## src/rtl/prog_loader_pkg.sv

```systemverilog
`default_nettype none
// ============================================================================
// Package     : loader_pkg
// Description : State encoding and framing constants for the boot loader.
// Revision    : 1.0 - initial release
// ============================================================================
package loader_pkg;

    localparam int DEF_N          = 32;
    localparam int DEF_ADDR_W     = 7;
    localparam int DEF_PC_W       = 30;
    localparam int HDR_BYTES      = 4;
    localparam int BYTES_PER_WORD = DEF_N / 8;
    localparam int MAX_COUNT      = 2 ** DEF_ADDR_W;

    typedef enum logic [2:0] {
        ST_HDR    = 3'd0,
        ST_CNT    = 3'd1,
        ST_DATA   = 3'd2,
        ST_LAUNCH = 3'd3,
        ST_RUN    = 3'd4,
        ST_ERR    = 3'd5
    } state_t;

endpackage
`default_nettype wire

```

## src/rtl/prog_loader_byte_assembler.sv

```systemverilog
`default_nettype none
// ============================================================================
// Module      : byte_assembler
// Description : Collects little-endian bytes into an N-bit word; word_done
//               flags the byte that completes it (word is valid that cycle).
// Revision    : 1.0 - initial release
// ============================================================================
module byte_assembler
    import loader_pkg::*;
#(
    parameter int N = DEF_N
) (
    input  logic         clk,
    input  logic         rst_n,
    input  logic         clr,
    input  logic         byte_valid,
    input  logic [7:0]   byte_data,
    output logic [N-1:0] word,
    output logic         word_done
);

    localparam int BPW   = N / 8;
    localparam int IDX_W = (BPW > 1) ? $clog2(BPW) : 1;
    localparam logic [IDX_W-1:0] C_LAST = IDX_W'(BPW - 1);

    logic [N-1:0]     r_word;
    logic [IDX_W-1:0] r_idx;

    always_ff @(posedge clk or negedge rst_n) begin
        if (!rst_n) begin
            r_word <= '0;
            r_idx  <= '0;
        end else if (clr) begin
            r_word <= '0;
            r_idx  <= '0;
        end else if (byte_valid) begin
            r_word[8*r_idx +: 8] <= byte_data;
            r_idx                <= (r_idx == C_LAST) ? '0 : r_idx + IDX_W'(1);
        end
    end

    // Current byte merged in combinationally so the full word is ready on its last byte
    always_comb begin
        word                 = r_word;
        word[8*r_idx +: 8]   = byte_data;
    end

    assign word_done = byte_valid & (r_idx == C_LAST);

endmodule
`default_nettype wire

```

## src/rtl/prog_loader.sv

```systemverilog
`default_nettype none
// ============================================================================
// Module      : prog_loader
// Description : Framed byte-stream boot loader that programs the instruction
//               cache and hands the datapath off to run mode at the image PC.
// Revision    : 1.0 - initial release
// ============================================================================
module prog_loader
    import loader_pkg::*;
#(
    parameter int N      = DEF_N,
    parameter int ADDR_W = DEF_ADDR_W,
    parameter int PC_W   = DEF_PC_W
) (
    input  logic              clk,
    input  logic              rst_n,
    input  logic              start,
    input  logic              in_valid,
    input  logic [7:0]        in_data,
    output logic              in_ready,
    output logic              prog,
    output logic              loadPC,
    output logic [PC_W-1:0]   initPC,
    output logic [ADDR_W-1:0] blockAddr,
    output logic [N-1:0]      Iword,
    output logic              iwr,
    output logic              done,
    output logic              err
);

    localparam int CNT_W = ADDR_W + 1;
    localparam logic [7:0] C_MAX_CNT = 8'(MAX_COUNT);

    state_t           r_state, w_state_next;
    logic             r_rdy;
    logic [1:0]       r_hdr_idx;
    logic [23:0]      r_pc_lo;
    logic [CNT_W-1:0] r_count;
    logic [CNT_W-1:0] r_w;
    logic             w_xfer;
    logic             w_bad_cnt;
    logic             w_word_done;
    logic [N-1:0]     w_word;
    logic             w_last_word;

    assign w_xfer      = in_valid & in_ready;
    assign w_bad_cnt   = (in_data == 8'd0) || (in_data > C_MAX_CNT);
    assign w_last_word = (r_w + CNT_W'(1)) == r_count;

    assign in_ready = r_rdy & ~start &
                      ((r_state == ST_HDR) || (r_state == ST_CNT) ||
                       (r_state == ST_DATA) || (r_state == ST_ERR));
    assign prog     = (r_state != ST_LAUNCH) && (r_state != ST_RUN);
    assign loadPC   = (r_state != ST_RUN);
    assign done     = (r_state == ST_RUN);
    assign err      = (r_state == ST_ERR);

    byte_assembler #(.N(N)) u_asm (
        .clk        (clk),
        .rst_n      (rst_n),
        .clr        (start),
        .byte_valid (w_xfer && (r_state == ST_DATA)),
        .byte_data  (in_data),
        .word       (w_word),
        .word_done  (w_word_done)
    );

    always_ff @(posedge clk or negedge rst_n) begin
        if (!rst_n) r_state <= ST_HDR;
        else        r_state <= w_state_next;
    end

    always_comb begin
        w_state_next = r_state;
        if (start) begin
            w_state_next = ST_HDR;
        end else begin
            case (r_state)
                ST_HDR:    if (w_xfer && (r_hdr_idx == 2'(HDR_BYTES - 1))) w_state_next = ST_CNT;
                ST_CNT:    if (w_xfer) w_state_next = w_bad_cnt ? ST_ERR : ST_DATA;
                ST_DATA:   if (w_word_done && w_last_word) w_state_next = ST_LAUNCH;
                ST_LAUNCH: w_state_next = ST_RUN;
                ST_RUN:    w_state_next = ST_RUN;
                ST_ERR:    w_state_next = ST_ERR;
                default:   w_state_next = ST_HDR;
            endcase
        end
    end

    always_ff @(posedge clk or negedge rst_n) begin
        if (!rst_n) begin
            r_rdy     <= 1'b0;
            r_hdr_idx <= '0;
            r_pc_lo   <= '0;
            r_count   <= '0;
            r_w       <= '0;
            initPC    <= '0;
            blockAddr <= '0;
            Iword     <= '0;
            iwr       <= 1'b0;
        end else begin
            r_rdy <= 1'b1;
            iwr   <= 1'b0;
            if (start) begin
                r_hdr_idx <= '0;
                r_w       <= '0;
            end else if (w_xfer) begin
                case (r_state)
                    ST_HDR: begin
                        r_hdr_idx <= r_hdr_idx + 2'd1;
                        if (r_hdr_idx == 2'(HDR_BYTES - 1))
                            // Upper header bits beyond PC_W are discarded
                            initPC <= {in_data[PC_W-25:0], r_pc_lo};
                        else
                            r_pc_lo[8*r_hdr_idx +: 8] <= in_data;
                    end
                    ST_CNT: begin
                        r_count <= in_data[CNT_W-1:0];
                        r_w     <= '0;
                    end
                    ST_DATA: begin
                        if (w_word_done) begin
                            Iword     <= w_word;
                            blockAddr <= initPC[ADDR_W-1:0] + r_w[ADDR_W-1:0];
                            iwr       <= 1'b1;
                            r_w       <= r_w + CNT_W'(1);
                        end
                    end
                    default: ;
                endcase
            end
        end
    end

endmodule
`default_nettype wire

```

## config.mk

```make
export PLATFORM = sky130hd
export DESIGN_NAME = prog_loader
export DESIGN_NICKNAME = d
export VERILOG_FILES = /design/src/rtl/prog_loader_pkg.sv /design/src/rtl/prog_loader_byte_assembler.sv /design/src/rtl/prog_loader.sv
export SDC_FILE = /design/constraint.sdc
export NUM_CORES = 1
export LEC_CHECK = 0
export CORE_UTILIZATION = 50
export CTS_BUF_LIST = sky130_fd_sc_hd__clkbuf_4
export DETAILED_ROUTE_END_ITERATION = 10
export DONT_BUFFER_PORTS = 1
export PLACE_DENSITY = 0.74
export SETUP_SLACK_MARGIN = 0.05
export SLEW_MARGIN = 40
export SYNTH_ARGS = -nofsm -noshare
export SYNTH_HDL_FRONTEND = slang
export SYNTH_SLANG_ARGS = --single-unit
```

## constraint.sdc

```tcl
create_clock -name clk -period 2.1 [get_ports clk]
set_clock_uncertainty 0.05 [all_clocks]
set_input_delay 0.21 -clock clk [delete_from_list [all_inputs] [get_ports clk]]
set_output_delay 0.21 -clock clk [all_outputs]
set_load 0.01 [all_outputs]
```

# --- After elaboration in Yosys (flattened, before gate mapping) ---
# Index checks and enable logic that the tools add are counted.
totals:
  reg_bits: 150
  out_inout_bits: 75
  input_bits: 12
  wordCells: 89
op_classes:
  bitwise_logic: 6
  n_eq_ne: 14
  n_shift: 4
  addsub: 6
  magnitude_cmp: 1
  n_mux: 24
  n_reduce_logical: 22
ops:
  columns: ["operator", "n"]
  rows:
  - ["negator 5 -> 34 bit", 2]
  - ["2-to-1 mux 32 bit", 2]
  - ["variable shift 8 x 34 -> 24 bit, first input constant", 1]
  - ["variable shift 8 x 34 -> 32 bit, first input constant", 1]
  - ["variable part select 8 x 34 -> 24 bit", 1]
  - ["variable part select 8 x 34 -> 32 bit", 1]
  - ["bitwise mux 32 bit", 1]
  - ["bitwise mux 24 bit", 1]
  - ["2-to-1 mux 8 bit", 3]
  - ["one-hot mux 8 bit (2 select lines)", 1]
  - ["2-to-1 mux 3 bit", 5]
  - ["one-hot mux 3 bit (5 select lines)", 1]
  - ["2-to-1 mux 2 bit", 6]
  - ["AND reduction 4 bit", 3]
  - ["!= test 3 x 2 -> 1 bit, second input constant", 3]
  - ["!= test 3 bit, second input constant", 3]
  - ["AND reduction 3 bit", 3]
  - ["adder 8 x 1 -> 8 bit, second input constant", 1]
  - ["== test 8 bit", 1]
  - ["> comparator 8 bit, second input constant", 1]
  - ["zero test 8 bit", 1]
  - ["adder 7 bit", 1]
  - ["== test 3 x 2 -> 1 bit, second input constant", 2]
  - ["== test 3 bit, second input constant", 2]
  - ["other kinds (13)", 30]

# --- Depth between registers and ports, before layout ---
depth:
  word_depth: 12
  depth_mapped: 9
  mapped_depth_nobuf: 8

# --- Modules after synthesis ---
# A second synthesis with hierarchy kept.
unflattened:
  hier_cells: 711
  hier_area_um2: 7216.9
by_module_without_submodules:
  columns: ["mod", "area_each_um2", "instances", "seq_area_each_um2", "cells_per_inst"]
  rows:
  - ["prog_loader", 5161.2, 1, 2902.8, 511]
  - ["byte_assembler", 2055.7, 1, 850.8, 200]

# --- Worst setup path before layout ---
# No wires, ideal clock.
synth_path:
  kind: "reg-to-reg"
  from: "reg u_asm.r_idx[0]"
  to: "reg u_asm.r_word[0]"
  slack_ns: -0.095
  setup_time_ns: 0.067
  required_time_ns: 1.983
  period_less_slack_ns: 2.195
  n_path_buf: 1
  stages_incl_launch_ff: 7
  arrival_time_ns: 2.078
  cell_sequence: "dfrtp_1 -> inv_1 -> ha_1 -> nor4b_4 -> and3_1 -> clkbuf_1 -> a22o_1"
synth_via:
  elab_chain_len: 5
  word_cells_on_any_way: 6
  cone_classes: "1 x add/sub; 2 x shift; 3 x mux"
synth_rtl:
  columns: ["element", "line_no", "text"]
  rows:
  - ["start: declaration", "prog_loader_byte_assembler.sv:27", "logic [IDX_W-1:0] r_idx;"]
  - ["start signal: assignment", "prog_loader_byte_assembler.sv:38", "r_idx <= (r_idx == C_LAST) ? '0 : r_idx + IDX_W'(1);"]
  - ["negator 5 -> 34 bit (*)", "prog_loader_byte_assembler.sv:37", "r_word[8*r_idx +: 8] <= byte_data;"]
  - ["variable part select 8 x 34 -> 32 bit or variable shift 8 x 34 -> 32 bit (tied branches)", "prog_loader_byte_assembler.sv:37", null]
  - ["bitwise mux 32 bit (*)", "prog_loader_byte_assembler.sv:37", null]
  - ["2-to-1 mux 32 bit (*)", "prog_loader_byte_assembler.sv:36", "end else if (byte_valid) begin"]
  - ["2-to-1 mux 32 bit (*)", "prog_loader_byte_assembler.sv:33", "end else if (clr) begin"]
  - ["end signal: indexed assignment", "prog_loader_byte_assembler.sv:37", null]
  - ["end: declaration", "prog_loader_byte_assembler.sv:26", "logic [N-1:0] r_word;"]
# Every way passes the cells marked *; elsewhere a longest branch is shown, timed or not. The select of a mux whose other input is x is not followed.
# A chain may end at the register's enable or synchronous reset.

# --- Worst setup path in the final report ---
layout_path:
  from: "reg r_w[0]"
  to: "reg blockAddr[6]"
layout_via:
  elab_chain_len: 1
layout_rtl:
  columns: ["element", "line_no", "text"]
  rows:
  - ["start: declaration", "prog_loader.sv:39", "logic [CNT_W-1:0] r_w;"]
  - ["start signal: assignment", "prog_loader.sv:126", "r_w <= r_w + CNT_W'(1);"]
  - ["adder 7 bit", "prog_loader.sv:124", "blockAddr <= initPC[ADDR_W-1:0] + r_w[ADDR_W-1:0];"]
  - ["end signal: assignment", "prog_loader.sv:124", null]
  - ["end: declaration", "prog_loader.sv:24", "output logic [ADDR_W-1:0] blockAddr,"]
# No other way between the ends.

==> results.md <==
* Primary FF master, synth: dfrtp_1
* FF+latch count, synth at 150
* Non-filler cells, final at around 820
* DRC viols at 0
* Initial antenna violation count at 0
* Sequential cell area at 3760 um^2
* Vias at about 5000
* Multi-input logic area at 2880 um^2
* CTS tree: done
* Clock tree sinks at 150
* Clock slew at reported path FFs at approximately 0.13 ns
* Clock root buffer: clkbuf_4
* Tot Pwr at between 4 and 5 mW
* Worst Setup End Kind: flip-flop
* Place WS at 0.0616 ns
* Total track usage at about a quarter
* Placer Congestion at between 0.8 and 0.9
* DIE AREA at 14200 um^2
* Starting Density at slightly above 50%
* Vias/cell at 6.05
* Setup Fix Bufs, Post-CTS at 0
* Global-route track usage on met3 at about 6.7%
* Fraction of registers with async set/reset at between 90% and 100%
* Crit share post-route at between 90% and 100%
* Core area at between 10000 and 15000 um^2
* HP Class: in -> async
* Max VDD drop at between 0.3 and 0.4 mV
* Crit path DAT at ~2.5 ns
* Layout cells sized above 1 at about a fifth
* Hold-fix buffers, CTS at 11
* Final instance area at approximately 7600 um^2
* Cts bufs inserted at 17
* Layout fillers at roughly 1100
* Final nets at 658
* GRT Max-Usage Layer: met2
* Commonest non-fill, non-tap cell in the layout: dfrtp_1
* Starting DRC count in detailed routing at around 410
* Crit Path Class: reg -> reg
* Fmax at approximately 500 MHz
* PortBufs at 0
* Setup_tns at 0 ns
* Violated checks: negative hold slack
* GRT Residual Overflow at 0
* Post-synth EDFFs at 0
* Synth-to-layout area growth at 10.1%
* Ys Warns at 0
* Worst slew pin tran at roughly 0.79 ns
* Max-slew headroom at between 40% and 50%
* Final core utilization at a little under three fifths
* Syn Inst Count at between 600 and 700
* Met1 Resource Use GR at 32.0%
* Routed Antenna Nets at 0
* Most frequent cells in the layout: dfrtp_1 (147), nor2_1 (77), nand2_1 (36), a22o_1 (32), a221oi_1 (32)
* Min cycle time layout at slightly above 2 ns
* CTS max path bufs at 2
* Area after DPL at roughly 7100 um^2
* Setup violators final at 0
* M2 GR Usage at 35.7%
* Post-synth cell types at 64
* Final Hold Fails at 150
* Die Y at 119 um
* DP HPWL at 9.98 mm
* N_diodes at 0
* Vias in the first global route at just under 5000
* Worst Path Required at around 2.6 ns
* Post-synth net total at 637
* Clk_lat worst skew at 0.58 ns
* RSZ-0062 raised after global routing: yes
* Placed Cells at 773
* Hold slack at -0.740 ns
* First-pass GRT wire length at between 20 and 30 mm
* Final slew viol count at 0
* Cell Area, Synth at ~7000 um^2
* Die X at around 120 um
* Htree depth at 4
* Post-DR wirelength/cell at 19.8 um
* Pwr dens at between 600 and 700 nW/um^2
* Drt total wl at 16.1 mm
* Seq/Total Area, Yosys at between 50 and 60%
* Synth Area per Inst at 11.3 um^2
* IO Count at between 80 and 90
* Startpoint Class: flip-flop
* Leakage at ~3.7 nW
* # rows at 42
* Status: finished with violations
* 1st-pass router iterations at 6
* Largest net degree at the start of global routing at roughly 150
* Final WS setup at a little under 0.09 ns
* Max_cap viols at 0
* Critical-path maximum fanout at 2
[layer usage]
| metal | share of wire [%] | vias to the layer above |
|---|---|---|
| met5 | 0 | - |
| met4 | 2.0 | 0 |
| met3 | 7.7 | 29 |
| met2 | 47 | 213 |
| met1 | 44 | 2473 |
| li1 | - | 2223 |
[path summary, 6_finish.rpt]
path | from | endpoint | slack [ns] | cells past startpoint
max | r_w[0]$_DFFE_PN0P_ | blockAddr[6]$_DFFE_PN0P_ | 0.09 | 8
min | rst_n | Iword[4]$_DFFE_PN0P_ | -0.74 | 0
max reg2reg | r_w[0]$_DFFE_PN0P_ | blockAddr[6]$_DFFE_PN0P_ | 0.09 | 8
min reg2reg | r_pc_lo[13]$_DFFE_PN0P_ | r_pc_lo[13]$_DFFE_PN0P_ | 0.45 | 1
max in group asynchronous | rst_n | r_state[0]$_DFFE_PN0P_ | 2.54 | 0
min in group clk | in_valid | r_hdr_idx[1]$_DFFE_PN0P_ | 0.03 | 3
[synthesized netlist by cell type, types with 4 or more instances]
cell | count | area [um^2]
o31ai_1 | 6 | 45.0
a21bo_2 | 17 | 170
mux2i_1 | 7 | 70.1
nor3b_1 | 6 | 45.0
inv_1 | 21 | 78.8
xnor2_1 | 11 | 96.3
ha_1 | 18 | 225
clkbuf_1 | 23 | 86.3
a221oi_1 | 32 | 280
a21o_1 | 5 | 37.5
dfrtp_1 | 150 | 3750
buf_2 | 9 | 45.0
nor2_1 | 79 | 297
o21ai_0 | 22 | 110
nand4_1 | 18 | 113
a22o_1 | 32 | 280
nand2_1 | 36 | 135
a21oi_1 | 9 | 45.0
mux2_2 | 31 | 349
nand3_1 | 6 | 30.0
xor2_1 | 4 | 35.0
and2_1 | 6 | 37.5
[cells by family after synthesis]
kind of cell               synth area share (%)
other                                    0.0546
DFF                                        54.6
xor gates and xnor gates                   1.91
muxes                                      6.10
AOI/OAI and AO/OA                          16.0
adders and majority gates                  3.57
buffers and inverters                      3.77
and+or+nand+nor                            13.9
[state kept, by name (all words and copies together), names as in the netlist, 3 cells and up]
name / cells
Iword: 32
u_asm.r_word: 32
initPC: 30
r_pc_lo: 24
r_count: 8
r_w: 8
blockAddr: 7
r_state: 3
[layout make-up]
cell class / instances / area share, %
multi-input cells: 396 / 38.0
well taps: 176 / 2.91
clock inverters: 14 / 2.03
inverters: 23 / 1.14
flip-flops and latches: 150 / 49.7
clock buffers: 18 / 1.79
repair buffers: 39 / 4.40
[worst max-delay path, cell delays in order (launching register included)]
cell	delay, ns
dfrtp_1	0.41
ha_2	0.19
inv_2	0.06
fa_2	0.21
nor2b_2	0.05
o31a_1	0.25
o21a_1	0.19
or4_1	0.46
nand3_1	0.08
[timing repair]
item / 4_1_cts / 5_1_grt
setup endpoints to repair: 2 / 13
hold endpoints to repair: 264 / 150
pin swaps: 0 / 2
resized for setup: 5 / 7
[power by group]
part	leakage, nW	switching [mW]	internal [mW]
Clock	0.139	1.10	0.725
Combinational	1.48	0.118	0.0771
Sequential	2.05	0.0300	2.94
No activity file was read; power rests on OpenSTA's default activity.
